$ cat src/rtl/imm_gen_pipe.sv
`default_nettype none
// ============================================================================
//  Module      : imm_gen_pipe
//  Description : Pipelined RISC-V immediate generator. One instruction per
//                cycle in, extended immediate out, through a registered
//                output stage backed by a one-entry skid buffer. Adds a CSR
//                zero-extended type, per-beat invalid flag, saturating
//                invalid counter and a pass-through tag.
//                Optional macro IMM_GEN_OPCODE_DECODE_EN: derive the
//                immediate type from opcode/funct3 instead of in_imm_type.
//  Revision    : 1.0  initial release
// ============================================================================
module imm_gen_pipe #(
    parameter int XLEN  = 64,
    parameter int TAG_W = 8,
    parameter int CNT_W = 16
) (
    input  logic             clk,
    input  logic             rst_n,
    input  logic             flush,
    input  logic             in_valid,
    output logic             in_ready,
    input  logic [31:0]      in_instr,
    input  logic [2:0]       in_imm_type,
    input  logic [TAG_W-1:0] in_tag,
    output logic             out_valid,
    input  logic             out_ready,
    output logic [XLEN-1:0]  out_imm,
    output logic             out_invalid,
    output logic [TAG_W-1:0] out_tag,
    output logic [CNT_W-1:0] err_cnt
);

    // Immediate type encodings
    localparam logic [2:0] IMM_I   = 3'b000;
    localparam logic [2:0] IMM_S   = 3'b001;
    localparam logic [2:0] IMM_B   = 3'b010;
    localparam logic [2:0] IMM_U   = 3'b011;
    localparam logic [2:0] IMM_J   = 3'b100;
    localparam logic [2:0] IMM_Z   = 3'b101;
    localparam logic [2:0] IMM_BAD = 3'b110;

    // Occupancy states: bit0 = OUT entry valid, bit1 = SKID entry valid
    localparam logic [1:0] S_EMPTY = 2'b00;
    localparam logic [1:0] S_ONE   = 2'b01;
    localparam logic [1:0] S_FULL  = 2'b11;

    logic [1:0]       r_state;
    logic [1:0]       w_state_nxt;
    logic             r_in_ready;
    logic             w_in_ready_nxt;

    logic [2:0]       w_type;
    logic [31:0]      w_raw32;
    logic             w_inv;
    logic [XLEN-1:0]  w_imm;

    logic             w_acc;
    logic             w_out_free;
    logic             w_load_out_new;
    logic             w_load_out_skid;
    logic             w_load_skid;
    logic             w_cnt_inc;

    logic [XLEN-1:0]  r_out_imm;
    logic             r_out_inv;
    logic [TAG_W-1:0] r_out_tag;
    logic [XLEN-1:0]  r_skid_imm;
    logic             r_skid_inv;
    logic [TAG_W-1:0] r_skid_tag;
    logic [CNT_W-1:0] r_err_cnt;

`ifdef IMM_GEN_OPCODE_DECODE_EN
    // The type input is superseded by opcode decode in this build
    logic w_unused_type;
    assign w_unused_type = ^in_imm_type;

    // Derive the immediate type from opcode and funct3[2]
    always_comb begin
        w_type = IMM_BAD;
        case (in_instr[6:0])
            7'b0010011, 7'b0000011,
            7'b1100111, 7'b0011011: w_type = IMM_I;
            7'b1110011:             w_type = in_instr[14] ? IMM_Z : IMM_I;
            7'b0100011:             w_type = IMM_S;
            7'b1100011:             w_type = IMM_B;
            7'b0110111, 7'b0010111: w_type = IMM_U;
            7'b1101111:             w_type = IMM_J;
            default:                w_type = IMM_BAD;
        endcase
    end
`else
    // The opcode field carries no immediate bits, so it is unused here
    logic w_unused_opc;
    assign w_unused_opc = ^in_instr[6:0];
    assign w_type       = in_imm_type;
`endif

    // Assemble the immediate, already sign-extended to 32 bits
    always_comb begin
        w_raw32 = 32'd0;
        w_inv   = 1'b0;
        case (w_type)
            IMM_I: w_raw32 = {{20{in_instr[31]}}, in_instr[31:20]};
            IMM_S: w_raw32 = {{20{in_instr[31]}}, in_instr[31:25], in_instr[11:7]};
            IMM_B: w_raw32 = {{19{in_instr[31]}}, in_instr[31], in_instr[7],
                              in_instr[30:25], in_instr[11:8], 1'b0};
            IMM_U: w_raw32 = {in_instr[31:12], 12'd0};
            IMM_J: w_raw32 = {{11{in_instr[31]}}, in_instr[31], in_instr[19:12],
                              in_instr[20], in_instr[30:21], 1'b0};
            IMM_Z: w_raw32 = {27'd0, in_instr[19:15]};
            default: begin
                w_raw32 = 32'd0;
                w_inv   = 1'b1;
            end
        endcase
    end

    // Z has bit 31 clear, so a plain sign extension also covers it
    assign w_imm = XLEN'($signed(w_raw32));

    // Handshake: in_ready is low only while SKID holds a beat
    assign w_acc      = in_valid && r_in_ready;
    assign w_out_free = !r_state[0] || out_ready;

    // Occupancy register; reset forces EMPTY and ready high
    always_ff @(posedge clk) begin
        if (!rst_n) begin
            r_state    <= S_EMPTY;
            r_in_ready <= 1'b1;
        end else begin
            r_state    <= w_state_nxt;
            r_in_ready <= w_in_ready_nxt;
        end
    end

    // Next occupancy from accept/drain; flush empties both entries
    always_comb begin
        w_state_nxt = r_state;
        if (flush) begin
            w_state_nxt = S_EMPTY;
        end else begin
            case (r_state)
                S_EMPTY: w_state_nxt = w_acc ? S_ONE : S_EMPTY;
                S_ONE: begin
                    if (out_ready) w_state_nxt = w_acc ? S_ONE  : S_EMPTY;
                    else           w_state_nxt = w_acc ? S_FULL : S_ONE;
                end
                S_FULL:  w_state_nxt = out_ready ? S_ONE : S_FULL;
                default: w_state_nxt = S_EMPTY;
            endcase
        end
    end

    // Datapath load enables and next in_ready derived from the transition
    always_comb begin
        w_in_ready_nxt  = (w_state_nxt != S_FULL);
        w_load_out_skid = !flush && (r_state == S_FULL) && out_ready;
        w_load_out_new  = !flush && w_acc && w_out_free;
        w_load_skid     = !flush && w_acc && !w_out_free;
        w_cnt_inc       = !flush && w_acc && w_inv && !(&r_err_cnt);
    end

    // Output and skid payload registers; SKID is always older than a new beat
    always_ff @(posedge clk) begin
        if (!rst_n) begin
            r_out_imm  <= '0;
            r_out_inv  <= 1'b0;
            r_out_tag  <= '0;
            r_skid_imm <= '0;
            r_skid_inv <= 1'b0;
            r_skid_tag <= '0;
        end else begin
            if (w_load_out_skid) begin
                r_out_imm <= r_skid_imm;
                r_out_inv <= r_skid_inv;
                r_out_tag <= r_skid_tag;
            end else if (w_load_out_new) begin
                r_out_imm <= w_imm;
                r_out_inv <= w_inv;
                r_out_tag <= in_tag;
            end
            if (w_load_skid) begin
                r_skid_imm <= w_imm;
                r_skid_inv <= w_inv;
                r_skid_tag <= in_tag;
            end
        end
    end

    // Saturating count of accepted invalid beats; flush leaves it intact
    always_ff @(posedge clk) begin
        if (!rst_n) begin
            r_err_cnt <= '0;
        end else if (w_cnt_inc) begin
            r_err_cnt <= r_err_cnt + 1'b1;
        end
    end

    assign in_ready    = r_in_ready;
    assign out_valid   = r_state[0];
    assign out_imm     = r_out_imm;
    assign out_invalid = r_out_inv;
    assign out_tag     = r_out_tag;
    assign err_cnt     = r_err_cnt;

endmodule
`default_nettype wire

$ cat config.mk
export PLATFORM = sky130hd
export DESIGN_NAME = imm_gen_pipe
export DESIGN_NICKNAME = d
export VERILOG_FILES = /design/src/rtl/imm_gen_pipe.sv
export SDC_FILE = /design/constraint.sdc
export NUM_CORES = 1
export LEC_CHECK = 0
export ABC_AREA = 1
export ABC_CLOCK_PERIOD_IN_PS = 4019
export BUFFER_PORTS_ARGS = -buffer_cell sky130_fd_sc_hd__buf_4
export CAP_MARGIN = 10
export CORE_ASPECT_RATIO = 0.6
export CORE_UTILIZATION = 57
export DETAILED_ROUTE_END_ITERATION = 6
export MAX_ROUTING_LAYER = met4
export PLACE_DENSITY = 0.86
export SLEW_MARGIN = 5
export SYNTH_ARGS = -nofsm -noshare
export SYNTH_HDL_FRONTEND = slang
export SYNTH_SLANG_ARGS = --single-unit
$ cat constraint.sdc
create_clock -name clk -period 4.02 [get_ports clk]
set_clock_uncertainty 0.05 [all_clocks]
set_input_delay 0.402 -clock clk [delete_from_list [all_inputs] [get_ports clk]]
set_output_delay 0.402 -clock clk [all_outputs]
set_load 0.03 [all_outputs]
==> results.toml, run 1 <==
[clocking]
cts_buffer_depth = 2
postCtsSetupBuffers = 0
numCtsBuffers = 9
cts_tree = "built"
clock_latency_ns = 0.35
clk_pin_slew_ns = 0.07
hold_buffers = 0
root_buffer = "clkbuf_16"
cts_sinks = 101
ctsHtreeMaxLevel = 3
cts.repair.resized = 0

[drt]
firstDrtPassIters = 5
num_vias = 4925
final_antenna_net_count = 0
post_drt_wl_per_cell_um = 13.68
route.detailed.drc = 0
first_iter_violations = 396
viasPerCell = 5.359
routed_wl_um = 12570

[power]
vdd_drop_max_mv = 0.2626
power_leakage_uw = 0.002914
power_density_nw_per_um2 = 370.3

[cells_and_area]
seq_area_sq_um = 2022
stdcell_count = 919
area_growth_pct = 21.20
utilization_pct = 71.48
multi_input_area_sq_um = 2268
design_area_sq_um = 6116
n_antenna_cell = 0
nNetsFinal = 851
layout-drive-gt1-share_pct = 23.42
fillers = 693

[critical_path]
critical_path_arrival_ns = 2.54
worst_path_largest_cell_delay_ns = 0.51
cp.depth = 8
r2r_cells = 8
cp_slowest_cell = "nand4_1"
reg2reg_slack_ns = 1.62
cp-end-kind = "flip-flop"
crit_chain = "nand4_1 -> nand2_1 -> buf_4 -> inv_1 -> nand2_1 -> nand2_1 -> a21oi_1 -> nor2_1"
critPathLaunchType = "flip-flop"
cp_max_fo = 29
crit_buf_inv = 2
crit_top_cell = "nand2_1"
critical_path_class = "flip-flop to flip-flop"
critical_path.top_delay_family = "simple AND/OR/NAND/NOR gates"
cp.required_ns = 4.17

[grt]
grt_busiest_layer = "met2"
gr-total-overflow = 0
grt_usage_pct = 28.00
globalRouteMet2Util_pct = 42.83
grt_start_max_net_pins = 57
antenna_found_initial = 0
grtUsageMet1_pct = 36.18
grt_pass1_vias = 4158
grt_util_met3_pct = 6.894
grt_pass1_wl_um = 19380

[hold_path]
hold_class = "input pin to flip-flop"
min_delay_path_depth = 2

[synth]
synth.ff_latch_count = 101
ys_top_cells_by_area = "dfxtp_1 (40%), nand2_1 (12%), nor2_1 (6.9%), inv_1 (6.4%), o21ai_0 (5.2%)"
synth_top_cell_by_area = "dfxtp_1"
syn_area_sq_um = 5046
ys_seq_area_share_pct = 40.07
netlist_instances = 721
yosys_warnings = 0
synth_cell_types = 34
yosysTopAreaCellShare_pct = 40.07
synth_nets = 770
postSynthAreaPerCell_sq_um = 6.999

[place]
placed_area_sq_um = 5793
place_congestion = 0.9111
place_ws_ns = 1.498
dp_hpwl_um = 8661
portBuffers = 131
dp_cells = 903

[floorplan]
die_h_um = 74.88
start_util_pct = 58.98
die_w_um = 123.5
rows = 26
dieArea_sq_um = 9245
io-pin-count = 139
core_area_sq_um = 8556

[sta]
fin_ws_ns = 1.625
hold_viol = 0
fmax_mhz = 417.5
tightest_slew_ns = 0.9764
finalSetupTns_ns = 0
fin_crit_sh_pct = 59.58
rsz0062_at_grt = "false"
setup_violations = 0
min_period_ns = 2.395
slew_viol_final = 0
slew_headroom_pct = 34.82

[status]
status = "complete, no violations"

[run]
cap_violations = 0
[flip-flops by register name, summed over array words and instances (netlist names)]
| register | count |
|---|---|
| r_skid_imm | 32 |
| r_skid_inv | 1 |
| in_ready | 1 |
| r_skid_tag | 8 |
| out_imm | 32 |
| err_cnt | 16 |
| r_state | 2 |
| out_tag | 8 |
| out_invalid | 1 |
[power by group]
part	leakage, uW	internal, uW	switching (uW)
Combinational	0.00194	99.9	186
Clock	0.000152	548	390
Sequential	0.000818	1020	17.1
[metal layers]
metal	routed length, um	vias to the layer above
met3	1034	21
met5	0	-
met4	170	0
met1	5607	2267
li1	-	2434
met2	5756	203
[logic make-up (layout without fill, tap and decap cells)]
family	Yosys count	count (layout)	synth area share, %
AO/OA/AOI/OAI	148	148	16.81
AND/OR/NAND/NOR	307	307	26.58
adder cells (fa/ha/maj)	1	1	0.2479
XOR/XNOR	7	7	1.215
flip-flops	101	101	40.07
buffers and inverters	157	243	15.08
[layout make-up]
type                            instances  share of cell area, %
Sequential cell                       101                  33.06
Inverter                               91                  5.585
Tap cell                              112                  2.291
Timing Repair Buffer                  136                  16.69
Clock inverter                          7                  1.596
Clock buffer                            9                  3.682
Multi-Input combinational cell        463                  37.09
[cells in the final DEF (no fill, tap or decap), types with 2 or more instances in the layout]
cell type	Yosys	routed
o21ai_1	7	7
a21oi_1	37	37
a22oi_1	3	3
nand2_4	10	10
a21oi_2	8	8
inv_1	86	85
nor2_4	3	3
inv_2	5	6
nor3_1	2	2
o21ai_0	52	52
clkbuf_16	0	9
nand2_1	155	155
a31oi_1	21	21
buf_4	33	136
nand3_1	28	28
dfxtp_1	101	101
o22ai_1	12	12
nor2_1	93	91
nand4_1	9	9
bufinv_16	0	2
nor2_2	4	6
xnor2_1	2	2
clkinvlp_4	0	2
o211ai_1	5	5
xor2_1	5	5
[final timing paths]
| check | endpoint | from |
|---|---|---|
| worst min-delay path | r_state[0]$_SDFF_PN0_ | flush |
| worst max-delay path | out_imm[0]$_SDFFE_PN0P_ | r_state[0]$_SDFF_PN0_ |
| worst min register to register | out_tag[3]$_SDFFE_PN0P_ | out_tag[3]$_SDFFE_PN0P_ |
| worst max register to register | out_imm[0]$_SDFFE_PN0P_ | r_state[0]$_SDFF_PN0_ |
[Yosys cell counts]
| library cell | n |
|---|---|
| o21bai_1 | 1 |
| nand2_4 | 10 |
| inv_2 | 5 |
| o21ai_1 | 7 |
| a21oi_2 | 8 |
| nand2_1 | 155 |
| a31oi_1 | 21 |
| inv_1 | 86 |
| a21oi_1 | 37 |
| nor2_8 | 1 |
| nor2_4 | 3 |
| nor2_2 | 4 |
| buf_12 | 1 |
| o21ai_0 | 52 |
| clkbuf_1 | 16 |
| o211ai_1 | 5 |
| o22ai_1 | 12 |
| nor3_1 | 2 |
| nand2_2 | 1 |
| xor2_1 | 5 |
| o21ai_4 | 1 |
| nand3_1 | 28 |
| or2_2 | 1 |
| buf_6 | 2 |
| buf_1 | 1 |
| nor2_1 | 93 |
| a22oi_1 | 3 |
| nand4_1 | 9 |
| a211oi_1 | 1 |
| ha_1 | 1 |
| xnor2_1 | 2 |
| buf_4 | 33 |
| buf_2 | 13 |
| dfxtp_1 | 101 |
[metrics by stage]
stage | hold WS [ns] | total power, uW
after CTS | 0.2030 | 2270
after floorplan | 0.4124 | 1253
after global routing | 0.2052 | 2339
after detailed placement | 0.4064 | 1347
final | 0.2124 | 2265
after global placement | 0.4055 | 1340
(Power assumes the default switching activity.)
==> run 2: changes to the inputs <==
ABC_CLOCK_PERIOD_IN_PS = 2000   (was 4019)
CORE_UTILIZATION = 48   (was 57)
PLACE_DENSITY = 0.77   (was 0.86)
clock period = 2 ns   (was 4.02 ns; I/O delays follow)
==> run 2 against run 1 <==
Largest power group unchanged. Clock power rose by 94%. Non-clock buffer count rose by 12. Hold slack got worse by 0.17 ns. Die area up 18%.
==> results.toml, run 2 (synthesis results as in run 1) <==
[status]
status = "complete, no violations"

[floorplan]
io-pin-count = 139
core_area_sq_um = 10020
start_util_pct = 50.36
dieArea_sq_um = 10940
die_h_um = 81.42
rows = 28
die_w_um = 134.4

[place]
portBuffers = 131
dp_hpwl_um = 9236
place_congestion = 0.9905
placed_area_sq_um = 5917

[critical_path]
cp_max_fo = 11
cp.required_ns = 2.18
critical_path_class = "flip-flop to flip-flop"
reg2reg_slack_ns = 0.21
critical_path_arrival_ns = 1.98
cp-end-kind = "flip-flop"
critPathLaunchType = "flip-flop"

[sta]
fin_crit_sh_pct = 89.74
slew_viol_final = 0
slew_headroom_pct = 66.90
tightest_slew_ns = 0.4932
min_period_ns = 1.795
hold_slack_ns = 0.04075
rsz0062_at_grt = "false"
fmax_mhz = 557.1
finalSetupTns_ns = 0
setup_violations = 0
hold_viol = 0

[drt]
first_iter_violations = 316
viasPerCell = 5.175
final_antenna_net_count = 0
post_drt_wl_per_cell_um = 13.92
num_vias = 4937
routed_wl_um = 13280
route.detailed.drc = 0
firstDrtPassIters = 5

[cells_and_area]
area_growth_pct = 24.72
mostFrequentLayoutCells = "nand2_1 (155), buf_4 (142), dfxtp_1 (101)"
nNetsFinal = 863
n_antenna_cell = 0
layout.cells.most_common = "nand2_1"
layout-drive-gt1-share_pct = 24.05
design_area_sq_um = 6294
fillers = 917

[power]
totalPowerFinal_uw = 4524
power_density_nw_per_um2 = 718.8
vdd_drop_max_mv = 0.5000
power_leakage_uw = 0.002990

[clocking]
root_buffer = "clkbuf_16"
numCtsBuffers = 9
cts_sinks = 101
clk_pin_slew_ns = 0.07
cts_buffer_depth = 2
ctsHtreeMaxLevel = 3
clock_latency_ns = 0.34
cts_tree = "built"

[grt]
antenna_found_initial = 0
grt_pass1_wl_um = 21370
grt_usage_pct = 25.13
grt_start_max_net_pins = 50
gr-total-overflow = 0
grt_pass1_vias = 4524

[run]
cap_violations = 0

[hold_path]
hold_class = "input pin to flip-flop"
run 2: cell count changes in the layout (fill, tap and decap cells not counted), sizes merged:
cell and change:
buf +11, clkbuf +3, clkinv -1, clkinvlp -1
dlygate4sd3 +1, inv -1
run 2: power breakdown:
group | total [uW] | switching, uW | internal (uW)
combinational | 616 | 391 | 225
clock | 1820 | 725 | 1100
sequential | 2090 | 28.0 | 2060
total | 4520 | 1140 | 3380
run 2: final timing paths:
path | from | depth (start not counted) | to
worst min register to register | out_tag[6]$_SDFFE_PN0P_ | 2 | out_tag[6]$_SDFFE_PN0P_
worst min-delay path | in_tag[3] | 3 | r_skid_tag[3]$_SDFFE_PN0P_
worst max-delay path | err_cnt[1]$_SDFFE_PN0P_ | 9 | err_cnt[1]$_SDFFE_PN0P_
worst max register to register | err_cnt[1]$_SDFFE_PN0P_ | 9 | err_cnt[1]$_SDFFE_PN0P_
run 2: area by class of cell:
| type | instances | area, sq um | area share, % |
|---|---|---|---|
| inverter | 91 | 344.1 | 5.467 |
| multi-input combinational | 463 | 2273 | 36.12 |
| clock buffer | 12 | 236.5 | 3.757 |
| sequential | 101 | 2022 | 32.13 |
| tap | 135 | 168.9 | 2.684 |
| clock inverter | 4 | 72.57 | 1.153 |
| timing repair buffer | 148 | 1176 | 18.69 |
run 2: metrics by stage:
| stage | cells | util [%] | setup WS, ns |
|---|---|---|---|
| finish | 954 | 62.81 | 0.2051 |
| global route | 954 | 62.81 | 0.06669 |
| CTS | 950 | 62.24 | 0.06207 |
| detailed placement | 933 | 59.05 | 0.07777 |
| global placement | 933 | 59.05 | 0.1500 |
| floorplan | 721 | - | 0.09431 |
run 2: what timing repair did:
item,CTS,global route
hold buffers,1,0
buffers inserted,0,4
resized for setup,0,2
setup endpoints to repair,0,16
hold endpoints to repair,1,0
run 2: routing by layer:
layer	track usage, %	wire, um
met3	4.815	896
met1	32.40	6117
met2	41.61	6137
met4	5.056	127
met5	-	0
run 2: worst max-delay path, cell delays in order, from the launching register on:
cell,delay (ns)
dfxtp_1,0.42
ha_1,0.27
nand2_1,0.12
nor2_2,0.16
nand2_2,0.12
nor2_1,0.20
nor2_4,0.07
buf_12,0.15
nor2_2,0.07
nor2_1,0.05
